--- config.mk ---
export PLATFORM = sky130hd
export DESIGN_NAME = lpc_io_target
export DESIGN_NICKNAME = d
export VERILOG_FILES = /design/src/rtl/lpc_pkg.sv /design/src/rtl/lpc_io_target.sv
export SDC_FILE = /design/constraint.sdc
export NUM_CORES = 1
export LEC_CHECK = 0
export CAP_MARGIN = 20
export CORE_ASPECT_RATIO = 1.25
export CORE_MARGIN = 2
export CORE_UTILIZATION = 53
export CTS_BUF_LIST = sky130_fd_sc_hd__clkbuf_4
export CTS_CLUSTER_SIZE = 28
export DETAILED_ROUTE_END_ITERATION = 10
export MAX_ROUTING_LAYER = met4
export PLACE_DENSITY = 0.86
export SYNTH_ARGS = -nofsm -noshare
export SYNTH_HDL_FRONTEND = slang
export SYNTH_SLANG_ARGS = --single-unit
--- constraint.sdc ---
create_clock -name LpcClock -period 2.3 [get_ports LpcClock]
set_input_delay 0.69 -clock LpcClock [delete_from_list [all_inputs] [get_ports LpcClock]]
set_output_delay 0.69 -clock LpcClock [all_outputs]
set_load 0.05 [all_outputs]
--- src/rtl/lpc_pkg.sv ---
// Shared states and protocol constants for the LPC I/O target.
package lpc_pkg;

   typedef enum logic [3:0] {
      IDLE,
      CYCTYPE,
      ADDR,
      WDATA0,
      WDATA1,
      HTAR0,
      HTAR1,
      SYNC,
      RDATA0,
      RDATA1,
      PTAR0,
      PTAR1,
      IGNORE
   } lpc_state_e;

   localparam logic [3:0]  LPC_START   = 4'h0;
   localparam logic [2:0]  CYC_IO_RD   = 3'b000;
   localparam logic [2:0]  CYC_IO_WR   = 3'b001;
   localparam logic [3:0]  SYNC_READY  = 4'h0;
   localparam logic [3:0]  LAD_IDLE    = 4'hF;
   localparam logic [15:0] PORT80_ADDR = 16'h0080;

endpackage

--- src/rtl/lpc_io_target.sv ---
// LPC I/O-cycle target decoding a 32-byte window into register-file strobes.
// Optional POST-code snoop of port 0x80 is enabled with LPC_PORT80_EN.
module lpc_io_target
   import lpc_pkg::*;
#(
   parameter logic [15:0] BASE_ADDR = 16'h0800,
   parameter int          WIN_BITS  = 5
) (
   input  logic       LpcClock,
   input  logic       PciReset,
   input  logic       LpcFrame_n,
   input  logic [3:0] LadIn,
   output logic [3:0] LadOut,
   output logic       LadOe,
   output logic [7:0] Addr,
   output logic       Wr,
   output logic [7:0] DataWr,
   input  logic [7:0] DataRd,
   output logic [7:0] Port80Code
);

   localparam logic [15:0] OFF_MASK = 16'((32'd1 << WIN_BITS) - 32'd1);

   logic [1:0]  rst_sync_q;
   logic        rst_n;
   lpc_state_e  state_q, state_d;
   logic [1:0]  cnt_q, cnt_d;
   logic [11:0] ioa_q, ioa_d;
   logic        iswr_q, iswr_d;
   logic        hit_q, hit_d;
   logic [7:0]  wdat_q, wdat_d;
   logic [7:0]  rd_q, rd_d;
   logic [7:0]  addr_q, addr_d;
   logic [7:0]  dwr_q, dwr_d;
   logic [15:0] addr_full;
   logic        win_hit;
   logic        oe_m;
   logic [3:0]  lad_m;

   // Async assert, release aligned to LpcClock
   always_ff @(posedge LpcClock or negedge PciReset) begin
      if (!PciReset) rst_sync_q <= 2'b00;
      else           rst_sync_q <= {rst_sync_q[0], 1'b1};
   end
   assign rst_n = rst_sync_q[1];

   assign addr_full = {ioa_q, LadIn};
   assign win_hit   = (addr_full & ~OFF_MASK) == (BASE_ADDR & ~OFF_MASK);

   always_comb begin
      state_d = state_q;
      cnt_d   = cnt_q;
      ioa_d   = ioa_q;
      iswr_d  = iswr_q;
      hit_d   = hit_q;
      wdat_d  = wdat_q;
      rd_d    = rd_q;
      addr_d  = addr_q;
      dwr_d   = dwr_q;
      if (!LpcFrame_n) begin
         state_d = (LadIn == LPC_START) ? CYCTYPE : IDLE;
         cnt_d   = 2'd0;
         hit_d   = 1'b0;
      end else begin
         unique case (state_q)
            IDLE: ;
            CYCTYPE: begin
               cnt_d = 2'd0;
               hit_d = 1'b0;
               if (LadIn[3:1] == CYC_IO_RD) begin
                  iswr_d  = 1'b0;
                  state_d = ADDR;
               end else if (LadIn[3:1] == CYC_IO_WR) begin
                  iswr_d  = 1'b1;
                  state_d = ADDR;
               end else begin
                  state_d = IGNORE;
               end
            end
            ADDR: begin
               ioa_d = addr_full[11:0];
               cnt_d = cnt_q + 2'd1;
               if (cnt_q == 2'd3) begin
                  hit_d   = win_hit;
                  state_d = iswr_q ? WDATA0 : HTAR0;
                  if (win_hit) addr_d = 8'(addr_full & OFF_MASK);
               end
            end
            WDATA0: begin
               wdat_d[3:0] = LadIn;
               state_d     = WDATA1;
            end
            WDATA1: begin
               wdat_d[7:4] = LadIn;
               if (hit_q) dwr_d = {LadIn, wdat_q[3:0]};
               state_d = HTAR0;
            end
            HTAR0:  state_d = HTAR1;
            HTAR1: begin
               if (!iswr_q) rd_d = DataRd;
               state_d = SYNC;
            end
            SYNC:   state_d = iswr_q ? PTAR0 : RDATA0;
            RDATA0: state_d = RDATA1;
            RDATA1: state_d = PTAR0;
            PTAR0:  state_d = PTAR1;
            PTAR1:  state_d = IDLE;
            IGNORE: ;
            default: state_d = IDLE;
         endcase
      end
   end

   always_ff @(posedge LpcClock or negedge rst_n) begin
      if (!rst_n) begin
         state_q <= IDLE;
         cnt_q   <= 2'd0;
         ioa_q   <= 12'h000;
         iswr_q  <= 1'b0;
         hit_q   <= 1'b0;
         wdat_q  <= 8'h00;
         rd_q    <= 8'h00;
         addr_q  <= 8'h00;
         dwr_q   <= 8'h00;
      end else begin
         state_q <= state_d;
         cnt_q   <= cnt_d;
         ioa_q   <= ioa_d;
         iswr_q  <= iswr_d;
         hit_q   <= hit_d;
         wdat_q  <= wdat_d;
         rd_q    <= rd_d;
         addr_q  <= addr_d;
         dwr_q   <= dwr_d;
      end
   end

   // Host abort (LFRAME# low) kills drive and strobe in the same clock
   assign oe_m = hit_q && (state_q == SYNC || state_q == RDATA0 ||
                           state_q == RDATA1 || state_q == PTAR0);

   always_comb begin
      lad_m = LAD_IDLE;
      case (state_q)
         SYNC:    lad_m = SYNC_READY;
         RDATA0:  lad_m = rd_q[3:0];
         RDATA1:  lad_m = rd_q[7:4];
         default: lad_m = LAD_IDLE;
      endcase
   end

   assign LadOe  = oe_m && LpcFrame_n;
   assign LadOut = LadOe ? lad_m : LAD_IDLE;
   assign Wr     = hit_q && iswr_q && (state_q == HTAR0) && LpcFrame_n;
   assign Addr   = addr_q;
   assign DataWr = dwr_q;

`ifdef LPC_PORT80_EN
   logic       p80_q, p80_d;
   logic [7:0] p80c_q, p80c_d;

   always_comb begin
      p80_d  = p80_q;
      p80c_d = p80c_q;
      if (!LpcFrame_n) begin
         p80_d = 1'b0;
      end else if (state_q == ADDR && cnt_q == 2'd3) begin
         p80_d = iswr_q && (addr_full == PORT80_ADDR);
      end else if (state_q == HTAR0 && p80_q) begin
         p80c_d = wdat_q;
      end
   end

   always_ff @(posedge LpcClock or negedge rst_n) begin
      if (!rst_n) begin
         p80_q  <= 1'b0;
         p80c_q <= 8'h00;
      end else begin
         p80_q  <= p80_d;
         p80c_q <= p80c_d;
      end
   end

   assign Port80Code = p80c_q;
`else
   assign Port80Code = 8'h00;
`endif

endmodule

# Yosys cells after proc, flatten, opt, wreduce, memory -nomap -nowiden
# Index checks and enable logic that the tools add are counted.
[totals] ff_bits=47 in_bits=15 out_inout_bits=30 wordCells=67
[op_classes] addsub=1 n_eq_ne=17 n_mux=17 bitwise=1 n_reduce_logical=21
[op_table] op="$pmux 4 s11" n=1
[op_table] op="$mux 4" n=5
[op_table] op="$eq 4x3->1 const B" n=4
[op_table] op="$eq 4x4->1 const B" n=4
[op_table] op="$pmux 4 s3" n=1
[op_table] op="$eq 11x7->1 const B" n=1
[op_table] op="$reduce_and 3->1" n=3
[op_table] op="$eq 4x2->1 const B" n=2
[op_table] op="$logic_not 4->1" n=2
[op_table] op="$reduce_and 2->1" n=4
[op_table] op="$logic_and 1x1->1" n=5
[op_table] op="$mux 1" n=5
[op_table] op="$eq 4x1->1 const B" n=1
[op_table] op="$mux 2" n=2
[op_table] op="$pmux 2 s2" n=1
[op_table] op="$reduce_and 4->1" n=1
[op_table] op="$eq 3x1->1 const B" n=1
[op_table] op="$logic_not 3->1" n=1
[op_table] op="$logic_or 1x1->1" n=3
[op_table] op="$mux 3" n=1
[op_table] op="$ne 3x1->1 const B" n=1
[op_table] op="$ne 3x3->1 const B" n=1
[op_table] op="$add 2x1->2 const B" n=1
[op_table] op="$eq 2x2->1 const B" n=1
[op_table] op="5 further kinds" n=5

# Longest topological paths before layout
[logic_depth] depth_word=7 depth_mapped=6 depth_no_buf=5

# Worst setup path after synthesis
# OpenSTA, ideal clock, no wires.
[synth_path] path_kind="register to output" startpoint="reg state_q[1]" endpoint="out LadOut[0]" arrival_ns=2.062 t_required_ns=1.610 path_slack_ns=-0.452 path_stages_with_launch=6 path_buffers=2 path_cell_list="dfrtp_1 buf_2 buf_2 nor2_1 nand2_1 o21ai_0"
[synth_between] elab_chain_len=7 word_cells_on_any_way=11 cone_classes="4 x eq/ne; 2 x mux; 5 x reduce/logical"
[synth_lines] item="from (decl)" line="lpc_io_target.sv:26" text="lpc_state_e state_q, state_d;"
[synth_lines] item="from (signal assigned)" line="lpc_io_target.sv:126" text="state_q <= state_d;"
[synth_lines] item="$eq 4x3->1 / $eq 4x4->1 (equally long branches)" line="lpc_io_target.sv:139, lpc_io_target.sv:144"
[synth_lines] item="$logic_or 1x1->1 (2 in series)" line="lpc_io_target.sv:139" text="assign oe_m = hit_q && (state_q == SYNC || state_q == RDATA0 ||"
[synth_lines] item="$logic_or 1x1->1" line="lpc_io_target.sv:140" text="state_q == RDATA1 || state_q == PTAR0);"
[synth_lines] item="$logic_and 1x1->1" line="lpc_io_target.sv:139"
[synth_lines] item="$logic_and 1x1->1" line="lpc_io_target.sv:152" text="assign LadOe = oe_m && LpcFrame_n;"
[synth_lines] item="$mux 4 *" line="lpc_io_target.sv:153" text="assign LadOut = LadOe ? lad_m : LAD_IDLE;"
[synth_lines] item="to (decl)" line="lpc_io_target.sv:13" text="output logic [3:0] LadOut,"
# Mark *: on every way between the ends. The rest lies on a longest branch, timed or not.

# Worst setup path after layout
[layout_path] startpoint="reg state_q[2]" endpoint="out LadOut[0]"
# The elaborated chain is that of the path after synthesis.

==> run summary <==
Mapped Area = 2240 um^2
Worst R2R Path Depth = 8
Net count, final = 263
H-tree Lvls = 2
Asr flop ratio synth = 1.00
Place WS = -0.301 ns
Core ar. = 4070 um^2
Worst Hold Class = reg2async
Diode count = 0
Routed vias/inst = 5.37
Failing checks = negative setup slack
RSZ-0062 raised after global routing = yes
Crit end category = output pin
Most used cell, CP = buf_6
HPWL Detailed = 3370 um
Die area = 4760 um^2
Largest net degree at the start of global routing = 19
Clk root buf = clkbuf_4
Final wirelength = 4970 um
Initial Util = 0.550
Critical path peak fanout = 4
Flops & latches, synth = 47
Max-cap violation count = 0
TNS Setup = -0.173 ns
Clock buffer depth = 2
GRT Util Overall = 0.223
Clock transition at path regs = 0.13 ns
First-pass GRT wire length = 8080 um
TritonCTS clock tree = built
Layout cell share with drive strength beyond 1 = 0.449
Routability cong. = 0.980
Number of synthesized flops with an enable pin = 0
Initial antenna violation count = 0
Design Power = 1.94 mW
Mapped Cells = 181
Final setup fails = 4
Worst EP arrival = 1.66 ns
Clock Skew = 0.0140 ns
Yosys warns = 0
Main synth FF type = dfrtp_1
Die W = 62.1 um
Seq/Total Area, Yosys = 0.526
Post-route DRC violation count = 0
Max stage delay cell, worst path = dfrtp_1
Synth Area per Inst = 12.4 um^2
Worst setup path class = reg2out
Drt first-iter violations = 65
Tcrit/Tclk final = 1.02
Data required time of the worst path = 1.61 ns
IO buf count = 33
Power Dens Cells = 642 nW/um^2
Sequence of cells on the critical path = nor2b_4 > nand3_2 > a21oi_2 > buf_6 > o21ai_2 > buf_6
Hold Slack = 0.198 ns
Worst setup margin = -0.0459 ns
Die Y = 76.6 um
Yosys cell types = 42
Clk_lat worst skew = 0.36 ns
Static leakage = 1.46 nW
Relative slew margins = 0.659
I/O pin total = 45
Crit start category = register
Vias in the first global route = 1675
Fmax = 426 MHz
Clock sink count = 47
Drt wl/cell = 16.4 um
Outcome = complete, but fails checks
Worst VDD drop = 628 uV
Fillers = 260
Hold Vio Cnt, Final = 0
P&R area growth vs syn = 34.8%
Max incr delay on CP = 0.46 ns
TritonCTS Buffers = 5
Worst Tran Pin Value = 0.510 ns
Cell Rows = 26
Grt ovf = 0
Minimum clock period = 2.35 ns
Via Count = 1627
Post-route ant nets = 0
Slew Limit Fails = 0
First-pass iteration count of the detailed router = 4
## critical path: cells and delay by family, from the launching register on
family / cells / cell delay (ns)
flops: 1 / 0.46
simple gates: 2 / 0.30
buf+inv: 2 / 0.29
compound gates: 2 / 0.24
## sequential cells by signal, summed over array words and instances, names as in the netlist
signal and count:
rd_q 8, ioa_q 12, DataWr 8, iswr_q 1
state_q 4, Addr 5, cnt_q 2, wdat_q 4
rst_sync_q 2, hit_q 1
## cells in the final DEF, fill, tap and decap left out, drive strengths merged, types with 2 or more instances in the layout
cell type,instances
dfrtp,47
buf,41
mux2,38
clkdlybuf4s50,25
conb,12
nand2,11
clkbuf,6
o21ai,6
a21oi,6
nor2b,6
mux2i,5
nor2,5
or2,3
and2,3
nand3,3
nor3,3
or4,2
o2bb2ai,2
o32ai,2
## metal layers
layer  GRT usage  wire, um
met3      0.0340       196
met4      0.0911        55
met5           -         0
met1       0.273      2070
met2       0.373      2640
## logic make-up (layout without fill, tap and decap cells)
group	after synthesis	in the layout	share of synthesized area
AND/OR/NAND/NOR	43	43	0.111
flip-flops	47	47	0.526
buffers and inverters	19	75	0.0531
adder cells (fa/ha/maj)	1	1	0.00559
other	2	12	0.00336
multiplexers	43	43	0.214
AO/OA/AOI/OAI	26	26	0.0878
## cell usage after synthesis, types with 2 or more instances
| cell | instances | area (um^2) |
|---|---|---|
| o2bb2ai_1 | 2 | 17.5 |
| dfrtp_1 | 47 | 1180 |
| and2_1 | 3 | 18.8 |
| buf_2 | 5 | 25.0 |
| nor2_1 | 4 | 15.0 |
| nor2b_1 | 5 | 31.3 |
| o32ai_1 | 2 | 17.5 |
| or4_1 | 2 | 15.0 |
| buf_4 | 11 | 82.6 |
| mux2_2 | 37 | 417 |
| conb_1 | 2 | 7.51 |
| nand2_1 | 11 | 41.3 |
| nand3_1 | 2 | 10.0 |
| clkbuf_1 | 3 | 11.3 |
| nor3_1 | 3 | 15.0 |
| mux2i_1 | 5 | 50.1 |
| a21oi_1 | 6 | 30.0 |
| or2_2 | 3 | 18.8 |
| o21ai_0 | 5 | 25.0 |
## metrics by stage
step	instance area, um^2	utilization	instances
after floorplan	2290	-	191
after global placement	2740	0.673	282
after detailed placement	2740	0.673	282
after CTS	2890	0.711	295
after global routing	3020	0.742	303
final	3020	0.742	303
## final timing paths
| path | to | slack (ns) | start |
|---|---|---|---|
| max in group asynchronous | state_q[0]$_DFFE_PN0P_ | 1.52 | rst_sync_q[1]$_DFF_PN0_ |
| worst min register to register | hit_q$_DFFE_PN0P_ | 0.20 | rst_sync_q[1]$_DFF_PN0_ |
| min in group LpcClock | rst_sync_q[1]$_DFF_PN0_ | 0.37 | rst_sync_q[0]$_DFF_PN0_ |
| worst min-delay path | hit_q$_DFFE_PN0P_ | 0.20 | rst_sync_q[1]$_DFF_PN0_ |
| worst max register to register | Addr[3]$_DFFE_PN0P_ | 0.14 | state_q[3]$_DFFE_PN0P_ |
| worst max-delay path | LadOut[0] | -0.05 | state_q[2]$_DFFE_PN0P_ |
## where the power goes
part / leakage (nW) / switching, mW / internal, mW
Clock: 0.0417 / 0.252 / 0.236
Combinational: 0.776 / 0.241 / 0.235
Sequential: 0.646 / 0.0728 / 0.900
Total: 1.46 / 0.566 / 1.37
## final cells by class
cell class              count  area [um^2]  share of cell area
repair buffers             68          631               0.209
clock buffers               6         45.0              0.0149
well taps                  56         70.1              0.0232
flip-flops and latches     47         1180               0.391
multi-input cells         125         1060               0.352
clock inverters             1         30.0             0.00996
## what timing repair did
item / 4_1_cts / 5_1_grt
gates cloned: 0 / 0
gates resized for setup: 12 / 15
hold buffers: 0 / 0
setup endpoints to repair: 6 / 7
pin swaps: 1 / 6
setup buffers: 6 / 8
(Power assumes the default switching activity.)
